### src/rtl/fetch_q.sv
// Instruction fetch queue: issues ROM reads while the queue has room and
// presents the head entry to the decoder; redirects flush and refetch.
module fetch_q #(
  parameter int D      = 12,
  parameter int DEPTH  = 4,
  parameter int END_PC = 128
) (
  input  logic         clk,
  input  logic         reset,
  input  logic         req,
  output logic         rom_rd,
  output logic [D-1:0] rom_addr,
  input  logic [8:0]   rom_data,
  output logic [8:0]   instr,
  output logic [D-1:0] instr_pc,
  output logic         instr_valid,
  input  logic         instr_ready,
  input  logic         redirect,
  input  logic [D-1:0] redirect_target,
  output logic         done
);

  localparam int PW = $clog2(DEPTH);
  localparam int CW = PW + 1;
  localparam logic [D-1:0]  L_END   = D'(END_PC);
  localparam logic [CW:0]   L_DEPTH = (CW+1)'(DEPTH);
  localparam logic [CW-1:0] L_FULL  = CW'(DEPTH);

  typedef enum logic [1:0] {S_IDLE, S_RUN, S_FLUSH, S_DONE} state_t;

  state_t          r_state, w_next;
  logic [D-1:0]    r_fetch_pc;
  logic [CW-1:0]   r_count;
  logic            r_inflight;
  logic [D-1:0]    r_infl_pc;
  logic [PW-1:0]   r_wr_ptr, r_rd_ptr;
  logic [8:0]      r_q_data [DEPTH];
  logic [D-1:0]    r_q_pc   [DEPTH];

  logic            w_run, w_redir, w_issue, w_push, w_pop, w_at_end, w_end_cond;
  logic [CW:0]     w_occ;

  assign w_run      = (r_state == S_RUN);
  assign w_redir    = w_run && redirect;
  // Room is judged on entries held plus the one response still in flight
  assign w_occ      = {1'b0, r_count} + (CW+1)'(r_inflight);
  assign w_at_end   = (r_fetch_pc == L_END);
  assign w_issue    = w_run && !redirect && (w_occ < L_DEPTH) && !w_at_end;
  assign w_push     = w_run && !redirect && r_inflight;
  assign w_pop      = w_run && !redirect && (r_count != '0) && instr_ready;
  assign w_end_cond = w_at_end && (r_count == '0) && !r_inflight;

  always_ff @(posedge clk) begin
    if (reset) r_state <= S_IDLE;
    else       r_state <= w_next;
  end

  always_comb begin
    w_next = r_state;
    case (r_state)
      S_IDLE:  if (req) w_next = S_RUN;
      S_RUN:   if (redirect) w_next = S_FLUSH;
               else if (w_end_cond) w_next = S_DONE;
      S_FLUSH: w_next = S_RUN;
      S_DONE:  w_next = S_DONE;
      default: w_next = S_IDLE;
    endcase
  end

  always_comb begin
    rom_rd      = w_issue;
    rom_addr    = w_issue ? r_fetch_pc : '0;
    instr_valid = w_run && (r_count != '0);
    instr       = '0;
    instr_pc    = '0;
    if (instr_valid) begin
      instr    = r_q_data[r_rd_ptr];
      instr_pc = r_q_pc[r_rd_ptr];
    end
    done        = (r_state == S_DONE);
  end

  always_ff @(posedge clk) begin
    if (reset) begin
      r_fetch_pc <= '0;
      r_count    <= '0;
      r_inflight <= 1'b0;
      r_infl_pc  <= '0;
      r_wr_ptr   <= '0;
      r_rd_ptr   <= '0;
    end else begin
      r_inflight <= w_issue;
      if (w_issue) r_infl_pc <= r_fetch_pc;

      if (r_state == S_IDLE && req) r_fetch_pc <= '0;
      else if (w_redir)             r_fetch_pc <= redirect_target;
      else if (w_issue)             r_fetch_pc <= r_fetch_pc + D'(1);

      if (w_redir) begin
        r_count  <= '0;
        r_wr_ptr <= '0;
        r_rd_ptr <= '0;
      end else begin
        if (w_push) r_wr_ptr <= r_wr_ptr + PW'(1);
        if (w_pop)  r_rd_ptr <= r_rd_ptr + PW'(1);
        case ({w_push, w_pop})
          2'b10:   r_count <= r_count + CW'(1);
          2'b01:   r_count <= r_count - CW'(1);
          default: ;
        endcase
      end
    end
  end

  // Queue storage needs no reset: entries are only visible while counted
  always_ff @(posedge clk) begin
    if (!reset && w_push) begin
      r_q_data[r_wr_ptr] <= rom_data;
      r_q_pc[r_wr_ptr]   <= r_infl_pc;
    end
  end

  always_ff @(posedge clk) begin
    if (!reset) assert (!(w_push && r_count == L_FULL))
      else $error("fetch_q: push into full queue");
  end

endmodule

### config.mk
export PLATFORM = sky130hd
export DESIGN_NAME = fetch_q
export DESIGN_NICKNAME = d
export VERILOG_FILES = /design/src/rtl/fetch_q.sv
export SDC_FILE = /design/constraint.sdc
export NUM_CORES = 1
export LEC_CHECK = 0
export CORE_MARGIN = 4
export CORE_UTILIZATION = 25
export DETAILED_ROUTE_END_ITERATION = 8
export SLEW_MARGIN = 20
export SYNTH_ARGS = -nofsm -noshare
export SYNTH_HDL_FRONTEND = slang
export SYNTH_SLANG_ARGS = --single-unit
### constraint.sdc
create_clock -name clk -period 2.5 [get_ports clk]
set_input_delay 0.5 -clock clk [delete_from_list [all_inputs] [get_ports clk]]
set_output_delay 0.5 -clock clk [all_outputs]
set_load 0.005 [all_outputs]
==> results of run 1 <==
==> worst max-delay path: stages (launching register included) <==
cell	delay, ps
dfxtp_2	320
inv_2	70
ha_4	130
and4bb_2	250
nand3_4	90
nand2_4	120
clkinvlp_4	180
buf_6	170
nand2_4	50
inv_2	30
buf_2	110
==> metrics by stage <==
step | area (um^2) | utilization | std cells | power [W]
4_1_cts | 7080 | 0.374 | 751 | 0.00477
3_3_place_gp | 6090 | 0.321 | 688 | 0.00237
3_5_place_dp | 6090 | 0.321 | 688 | 0.00237
5_1_grt | 7150 | 0.377 | 752 | 0.00493
2_1_floorplan | 4870 | - | 348 | 0.00226
6_report | 7150 | 0.377 | 752 | 0.00474
==> power breakdown <==
group          switching [W]  leakage (nW)  internal, W
Clock               0.000852         0.284      0.00149
Sequential         0.0000212          1.16      0.00213
Combinational       0.000122          1.40     0.000133
==> layout make-up <==
cell class | instances | area [um^2] | area share
Tap cell | 260 | 325 | 0.0455
Inverter | 21 | 81.3 | 0.0114
Clock inverter | 10 | 92.6 | 0.0129
Clock buffer | 22 | 487 | 0.0680
Timing Repair Buffer | 128 | 1260 | 0.176
Timing Repair inverter | 1 | 7.51 | 0.00105
Multi-Input combinational cell | 190 | 1640 | 0.230
Sequential cell | 120 | 3260 | 0.455
==> metal layers <==
| layer | vias up | part of all wire | GRT usage |
|---|---|---|---|
| met1 | 1595 | 0.44 | 0.139 |
| met5 | - | 0 | 0 |
| met4 | 0 | 0.013 | 0.0419 |
| li1 | 1549 | - | - |
| met2 | 95 | 0.51 | 0.194 |
| met3 | 12 | 0.037 | 0.0264 |
==> logic make-up (layout without fill, tap and decap cells) <==
group,Yosys count,in the layout,synth area share
mux,21,21,0.0972
compound gates,39,39,0.0409
fa+ha+maj,8,8,0.0221
flops,120,120,0.666
xor+xnor,16,16,0.0288
simple gates,106,106,0.113
buf+inv,38,182,0.0316
==> sequential cells by signal (all words and copies together) (netlist names), named ones only <==
| register | cells |
|---|---|
| r_q_data | 36 |
| r_infl_pc | 12 |
| r_wr_ptr | 2 |
| r_count | 3 |
| r_q_pc | 48 |
| r_fetch_pc | 12 |
| r_state | 2 |
| r_rd_ptr | 2 |
| r_inflight | 1 |
==> synth_stat cells <==
cell	n	area (um^2)
and3b_1	1	8.76
fa_1	1	20.0
dfxtp_1	36	721
nor4_1	1	6.26
nor3b_1	1	7.51
nand3_1	6	30.0
and4_1	1	8.76
nor3_1	3	15.0
o21ai_0	12	60.1
ha_1	7	87.6
a31oi_1	1	6.26
o31ai_1	1	7.51
clkbuf_1	12	45.0
nand2_1	33	124
a21oi_1	25	125
and4bb_2	1	12.5
and2_1	6	37.5
xnor2_1	5	43.8
or3_1	1	6.26
nor2_1	16	60.1
mux4_2	21	473
nor4b_2	1	15.0
nor2b_1	1	6.26
nand4_1	5	31.3
inv_2	1	3.75
and3_1	27	169
buf_4	2	15.0
nand2_2	1	6.26
inv_1	20	75.1
edfxtp_1	84	2520
nand2b_1	1	6.26
buf_2	3	15.0
xor2_1	11	96.3
==> how the worst max path moves through the flow <==
stage	depth (start not counted)	startpoint	slack (ps)	end
global placement	8	redirect	-320	rom_addr[0]
detailed placement	8	redirect	-370	rom_addr[0]
finish	10	r_fetch_pc[0]$_SDFFE_PP0P_	60	rom_addr[11]
CTS	10	r_fetch_pc[0]$_SDFFE_PP0P_	-30	rom_addr[7]
floorplan	9	redirect	380	r_count[2]$_SDFFE_PP0P_
global route	8	r_fetch_pc[3]$_SDFFE_PP0P_	-40	rom_addr[11]
==> what timing repair did <==
item	in CTS	in global routing
gates cloned	3	1
hold buffers	0	0
endpoints found under the setup margin	34	28
pin swaps	13	8
resized for setup	132	36
buffers inserted	28	5
==> flow_metrics.py, run 1 <==
metrics = {
    "timing": {
        "hold_violations": 0,
        "finClkSkew_ps": 8.05,
        "rsz0062_at_grt": "true",
        "worst_slew_pin_slew_ps": 418,
        "report.final.slew_viol_count": 0,
        "layout_worst_path_cycle_share": 0.974,
        "worst_slack_ps": 64.8,
        "finalCriticalPeriod_ps": 2440,
        "maxSlewHeadroom": 0.721,
        "fin_tns_setup_ps": 0,
        "fmax_mhz": 411,
        "hold_ws_ps": 500,
        "setup_violations": 0,
    },
    "setup_path": {
        "worstRegToRegCells": 11,
        "r2r_setup_slack_ps": 180,
        "timing.rr.start": "r_state[1]$_SDFFE_PP0P_",
        "arrival_ps": 1940,
        "worst-path-max-fanout": 5,
        "worstReg2RegEnd": "r_count[2]$_SDFFE_PP0P_",
        "critPathLaunchType": "register",
        "critPathKind": "register to primary output",
        "crit_path_end_kind": "primary output",
        "required_ps": 2000,
    },
    "route": {
        "dr.pass1.iters": 4,
        "wl_per_cell_um": 16.4,
        "vias_per_cell": 4.32,
        "drc_errors": 0,
        "drt_iter0_markers": 144,
        "ant_nets": 0,
        "totalWireLength_um": 12300,
        "dr_total_vias": 3251,
    },
    "cells_and_area": {
        "final_cell_mix": "edfxtp_1 (84), buf_4 (44), dfxtp_1 (29), nand2_1 (26), clkdlybuf4s50_1 (26)",
        "antennaDiodeCount": 0,
        "fill_cells": 1794,
        "area_growth_pct": 47.0,
        "drive_above_1_share": 0.362,
        "final_common_cell": "edfxtp_1",
        "fin_nets": 513,
    },
    "logic_synthesis": {
        "ys_ff_latch": 120,
        "synthesis.instances": 348,
        "yosysSeqAreaShare": 0.666,
        "ys_types": 33,
        "synth_area_um2": 4870,
        "synthesis.nets": 382,
        "synth_warnings": 0,
        "syn_avg_cell_area_um2": 14.0,
    },
    "floorplan": {
        "die_width_um": 148,
        "rows": 50,
        "start_util": 0.257,
        "die_area_um2": 21800,
        "io_pins": 62,
        "core_area_um2": 19000,
        "die_h_um": 148,
    },
    "worst_hold_path": {
        "worst_hold_startpoint": "r_wr_ptr[1]$_SDFFE_PP0P_",
        "holdPathStages": 2,
        "hold_class": "register to register",
        "hold-path-endpoint": "r_wr_ptr[1]$_SDFFE_PP0P_",
    },
    "clocking": {
        "clk_latency_ps": 400,
        "clk_pin_slew_ps": 60,
        "cts.sinks": 120,
        "clockRootBuffer": "clkbuf_16",
        "cts_made_buffers": 17,
        "cts_max_path_buffers": 2,
        "htreeDepth": 4,
        "cts_tree": "yes",
    },
    "grt": {
        "grt.overflow.total": 0,
        "track_usage": 0.113,
        "grt_max_degree": 24,
        "antenna_found_initial": 1,
        "grt_pass1_vias": 3523,
        "grt_pass1_wl_um": 19000,
    },
    "power": {
        "ir_worst_vdd_mv": 0.377,
        "p_leak_nw": 2.84,
        "power.density_nw_per_um2": 663,
    },
    "placement": {
        "gp_congestion": 0.785,
        "dp_slack_ps": -375,
        "port_buffers": 61,
        "hpwlAfterDp_um": 7430,
    },
    "run_status": {
        "status": "completed",
    },
    "flow_run": {
        "max_cap_viol_count": 0,
    },
}
(Power assumes the default switching activity.)
==> inputs of run 2 (changes only) <==
CAP_MARGIN = 25   (was not set)
==> results of run 2 <==
Same layout as run 1: the final DEF is identical, and so are final timing and power.
==> inputs of run 3 (changes only) <==
CTS_BUF_LIST = sky130_fd_sc_hd__clkbuf_4   (was not set)
SLEW_MARGIN = not set   (was 20)
==> flow_metrics.py, run 3 (same netlist as run 1, synthesis figures left out) <==
metrics = {
    "floorplan": {
        "die_width_um": 148,
        "core_area_um2": 19000,
        "die_area_um2": 21800,
        "io_pins": 62,
        "die_h_um": 148,
        "rows": 50,
        "start_util": 0.257,
    },
    "power": {
        "intPower_w": 0.00300,
        "ir_worst_vdd_mv": 0.278,
        "seq_power_share": 0.553,
        "p_leak_nw": 2.79,
        "p_switching_w": 0.000875,
        "p_total_w": 0.00388,
        "clockPowerShare": 0.375,
        "combPwrFrac": 0.072,
        "swShare": 0.226,
        "power.density_nw_per_um2": 542,
    },
    "clocking": {
        "htreeDepth": 4,
        "clockRootBuffer": "clkbuf_4",
        "cts_tree": "yes",
        "cts.sinks": 120,
        "cts_made_buffers": 17,
        "postCtsHoldBufs": 0,
        "cts_max_path_buffers": 2,
        "clk_latency_ps": 480,
        "clk_pin_slew_ps": 120,
    },
    "placement": {
        "port_buffers": 61,
        "hpwlAfterDp_um": 7430,
        "gp_congestion": 0.785,
        "dp_cells": 688,
    },
    "timing": {
        "hold_ws_ps": 505,
        "maxSlewHeadroom": 0.724,
        "setup_violations": 4,
        "layout_worst_path_cycle_share": 1.01,
        "finClkSkew_ps": 14.6,
        "hold_violations": 0,
        "worst_slack_ps": -14.9,
        "rsz0062_at_grt": "true",
        "finalCriticalPeriod_ps": 2510,
        "worst_slew_pin_slew_ps": 413,
        "fmax_mhz": 398,
        "report.final.slew_viol_count": 0,
    },
    "flow_run": {
        "max_cap_viol_count": 0,
    },
    "route": {
        "met2_length_um": 6270,
        "routed.top_layer": "met4",
        "ant_nets": 0,
        "wl_met3_um": 484,
        "vias_per_cell": 4.32,
        "wl_per_cell_um": 16.4,
        "dr.pass1.iters": 5,
        "drt_iter0_markers": 149,
        "dr_total_vias": 3291,
        "totalWireLength_um": 12500,
        "met1Wirelength_um": 5590,
        "drc_errors": 0,
    },
    "cells_and_area": {
        "biggestRegsByFlops": "r_q_pc: 48 flops, r_q_data: 36 flops",
        "largest_reg_flops": 48,
        "fill_cells": 1788,
        "area_growth_pct": 47.0,
        "final_cells": 762,
        "final_common_cell": "edfxtp_1",
        "final_cell_mix": "edfxtp_1 (84), buf_4 (44), buf_6 (40), dfxtp_1 (28)",
        "top_register": "r_q_pc",
        "drive_above_1_share": 0.446,
        "fin_nets": 523,
        "antennaDiodeCount": 0,
    },
    "setup_path": {
        "worst-path-max-fanout": 5,
        "arrival_ps": 2010,
        "critPathKind": "register to primary output",
        "required_ps": 2000,
        "critPathLaunchType": "register",
        "crit_path_end_kind": "primary output",
    },
    "grt": {
        "grt_max_degree": 22,
        "grt_pass1_wl_um": 19500,
        "grt.overflow.total": 0,
        "track_usage": 0.118,
        "antenna_found_initial": 0,
        "grt_pass1_vias": 3534,
    },
    "run_status": {
        "status": "complete, but fails checks",
        "violations": "negative setup slack",
    },
    "worst_hold_path": {
        "hold_class": "register to register",
    },
}
[run 3: power groups by stage]
stage | clock (W) | sequential [W] | combinational [W]
after detailed placement | 0 | 0.00219 | 0.000183
after CTS | 0.00150 | 0.00214 | 0.000260
after global routing | 0.00160 | 0.00215 | 0.000301
after global placement | 0 | 0.00219 | 0.000179
after floorplan | 0 | 0.00219 | 0.0000744
final | 0.00145 | 0.00215 | 0.000277
[run 3: layout make-up]
class | instances | area, um^2 | share of cell area
Clock buffer | 20 | 150 | 0.0210
Clock inverter | 12 | 153 | 0.0213
Inverter | 21 | 81.3 | 0.0114
Multi-Input combinational cell | 190 | 1710 | 0.238
Sequential cell | 120 | 3260 | 0.456
Tap cell | 260 | 325 | 0.0455
Timing Repair Buffer | 138 | 1470 | 0.206
Timing Repair inverter | 1 | 7.51 | 0.00105
[run 3: critical path, cell delays in order (launching register included)]
cell and delay, ps:
dfxtp_2 340, inv_2 70, ha_4 130, and4bb_2 250, nand3_4 110, nand2_8 110, clkinvlp_4 160, buf_6 160
nand2_4 50, inv_2 30, buf_2 110
[run 3: timing repair]
action | CTS | global route
endpoints found under the hold margin | 0 | 0
buffers inserted | 36 | 8
endpoints found under the setup margin | 35 | 36
gates cloned | 5 | 0
gates resized for setup | 216 | 40
pin swaps | 29 | 19
[run 3: layer usage]
metal,global-route usage,vias to the layer above
met3,0.0279,10
met4,0.0391,0
li1,-,1566
met5,0,-
met1,0.147,1634
met2,0.201,81
[run 3: per-stage QoR]
stage | utilization | setup TNS (ps) | area [um^2] | setup WS [ps]
after floorplan | - | 0 | 4870 | 378
after global placement | 0.321 | -7100 | 6090 | -316
after detailed placement | 0.321 | -11340 | 6090 | -375
after CTS | 0.373 | -1760 | 7080 | -142
after global routing | 0.378 | -2060 | 7160 | -183
final | 0.378 | -30.5 | 7160 | -14.9
[run 3: path summary, 6_finish.rpt]
check | cells after the start | start | slack [ps] | to
worst min register to register | 2 | r_wr_ptr[1]$_SDFFE_PP0P_ | 510 | r_wr_ptr[1]$_SDFFE_PP0P_
worst max-delay path | 10 | r_fetch_pc[0]$_SDFFE_PP0P_ | -10 | rom_addr[11]
worst min-delay path | 2 | r_wr_ptr[1]$_SDFFE_PP0P_ | 510 | r_wr_ptr[1]$_SDFFE_PP0P_
worst max register to register | 15 | r_state[0]$_SDFFE_PP0P_ | 190 | r_fetch_pc[9]$_SDFFE_PP0P_
==> variant: new RTL, config.mk and constraints of run 3 <==
`D`: 12 -> 13.
--- a/src/rtl/fetch_q.sv
+++ b/src/rtl/fetch_q.sv
@@ -2,5 +2,5 @@
 // presents the head entry to the decoder; redirects flush and refetch.
 module fetch_q #(
-  parameter int D      = 12,
+  parameter int D      = 13,
   parameter int DEPTH  = 4,
   parameter int END_PC = 128
Ports: changed (resized instr_pc, redirect_target and rom_addr); port bits go from 62 to 65. The function was not compared with the original's and may differ.
==> variant against run 3 <==
The flow still finishes with violations (negative setup slack); sequential cell count increased by 6; sequential share of layout area increased by 0.69 points; total power increased by 0.48%; wire length increased by 1.6%; synthesized area increased by 8.1%; setup slack improved by 0.0092 ns; sequential power increased by 5%; cell area increased by 3.5%; cell count increased by 5.5%; critical path type unchanged; largest cell class unchanged.
==> variant: results (changes against run 3) <==
hold path depth -> 0 (-2)
Post-Synth XOR/XNOR Area -> 1.33% (-1.5 points)
HP Start -> r_infl_pc[4]
Synth Instances -> 385 (+11%)
clock root buffer -> clkbuf_4
Internal -> 3.04 mW (+1.2%)
maximum vdd drop -> 0.296 mV (+6.6%)
Fillers -> 1950 (+9.1%)
total grt overflow -> 0 (unchanged)
commonest cells in the netlist -> edfxtp_1 (88), dfxtp_1 (38), o21ai_0 (32)
fraction of layout cells with a size suffix above 1 -> 39.7% (-4.9 points)
crit-path leading delay family -> multiplexers
Final Worst Setup Slack -> -0.00572 ns (+0.00917 ns)
worst reg2reg path depth -> 9 (-6)
status -> complete, but fails checks
dpl hpwl -> 7780 um (+4.7%)
Worst-path clk slew -> 0.10 ns (-0.02 ns)
CP max-delay cell -> mux4_2
first-pass GRT wire length -> 20200 um (+3.3%)
Port Buf Inserts -> 64 (+4.9%)
slew margin rel. -> 71.8% (-0.64 points)
largest cells by area after synthesis -> edfxtp_1 (50%), dfxtp_1 (14%), mux4_2 (9.4%)
Post-synth EDFFs -> 88 (+4.8%)
drt first pass iters -> 4 (-1)
complex-gate fraction of the synthesized area -> 6.49% (+2.4 points)
n_diodes -> 0 (unchanged)
post-route setup TNS -> -0.00620 ns (+0.0243 ns)
area share of fa/ha/maj cells after synthesis -> 2.04% (-0.17 points)
Clk network pwr share -> 36.3% (-1.2 points)
final setup violation count -> 2 (-2)
largest net degree at the start of global routing -> 24 (+9.1%)
biggest registers after layout -> r_q_pc (52), r_q_data (36)
Detailed Route WL -> 12700 um (+1.6%)
worst min-delay path category -> flip-flop to flip-flop
hold path endpoint -> r_q_pc[3][4]
r2r setup slk -> 0.25 ns (+0.06 ns)
nets@finish -> 556 (+6.3%)
vias per cell -> 4.48 (+3.6%)
worst clock skew -> 0.0147 ns (+0.000116 ns)
failing checks -> negative setup slack
Leak -> 2.74 nW (-1.9%)
placed cells -> 731 (+6.3%)
mux contribution to synthesized area -> 9.41% (-0.30 points)
net count after synthesis -> 420 (+9.9%)
# H-tree levels -> 4 (unchanged)
non-filler cells, final -> 804 (+5.5%)
Post-DP Area -> 6490 um2 (+6.6%)
P_comb -> 226 uW (-18%)
vias in the first global route -> 3643 (+3.1%)
Crit Reg-Reg Endpoint -> r_count[2]
register area share after synthesis -> 64.7% (-2.0 points)
Total Routing Usage GR -> 10.9% (-0.84 points)
initial detailed-routing violation count -> 166 (+11%)
Clk Latency, worst-skew pair -> 0.50 ns (+0.02 ns)
slowest stage delay, CP -> 0.49 ns (+0.15 ns)
Synth cell types -> 40 (+21%)
Crit Reg-Reg Startpoint -> r_state[1]
routability cong. -> 0.821 (+4.6%)
==> variant: metrics by stage <==
stage / hold WS (ns) / power, mW / worst slack, ns
after floorplan: 0.454 / 2.38 / 0.243
after global placement: 0.471 / 2.48 / -0.294
after detailed placement: 0.486 / 2.49 / -0.347
after CTS: 0.502 / 3.91 / -0.219
after global routing: 0.518 / 4.06 / -0.130
final: 0.506 / 3.90 / -0.00572
==> variant: per-layer routing <==
metal / global-route usage (%) / wire [um] / up-vias
li1: - / - / 1713
met1: 14.4 / 5740 / 1765
met2: 17.9 / 6240 / 111
met3: 3.05 / 648 / 9
met4: 2.67 / 89 / 0
met5: 0 / 0 / -
==> variant: cell families (layout without fill, tap and decap cells) <==
family          Yosys count  after routing
compound gates           63             63
mux                      22             22
flops                   126            126
fa+ha+maj                 8              8
simple gates            114            114
xor+xnor                  8              8
buf+inv                  44            193
==> variant: worst max-delay path by stage <==
stage	from	end	slack, ns	depth (start not counted)
floorplan	redirect	r_count[2]	0.24	8
global placement	redirect	rom_addr[6]	-0.29	7
detailed placement	redirect	rom_addr[10]	-0.35	7
CTS	r_fetch_pc[1]	rom_addr[1]	-0.22	9
global route	flip-flop	instr_pc[2]	-0.13	6
finish	flip-flop	instr_pc[2]	-0.006	6
==> variant: cell type report <==
cell class              count  area, um2  area share [%]
clock inverters            14        151            2.04
repair buffers            137       1350            18.3
inverters                  24       90.1            1.22
well taps                 270        338            4.56
flip-flops and latches    126       3430            46.3
multi-input cells         215       1920            25.9
clock buffers              18        135            1.82
==> variant: repair_timing <==
item / 4_1_cts / 5_1_grt
pin swaps: 6 / 6
resized for setup: 153 / 73
hold buffers: 0 / 0
endpoints found under the setup margin: 37 / 33
setup buffers: 36 / 3
gates cloned: 6 / 0
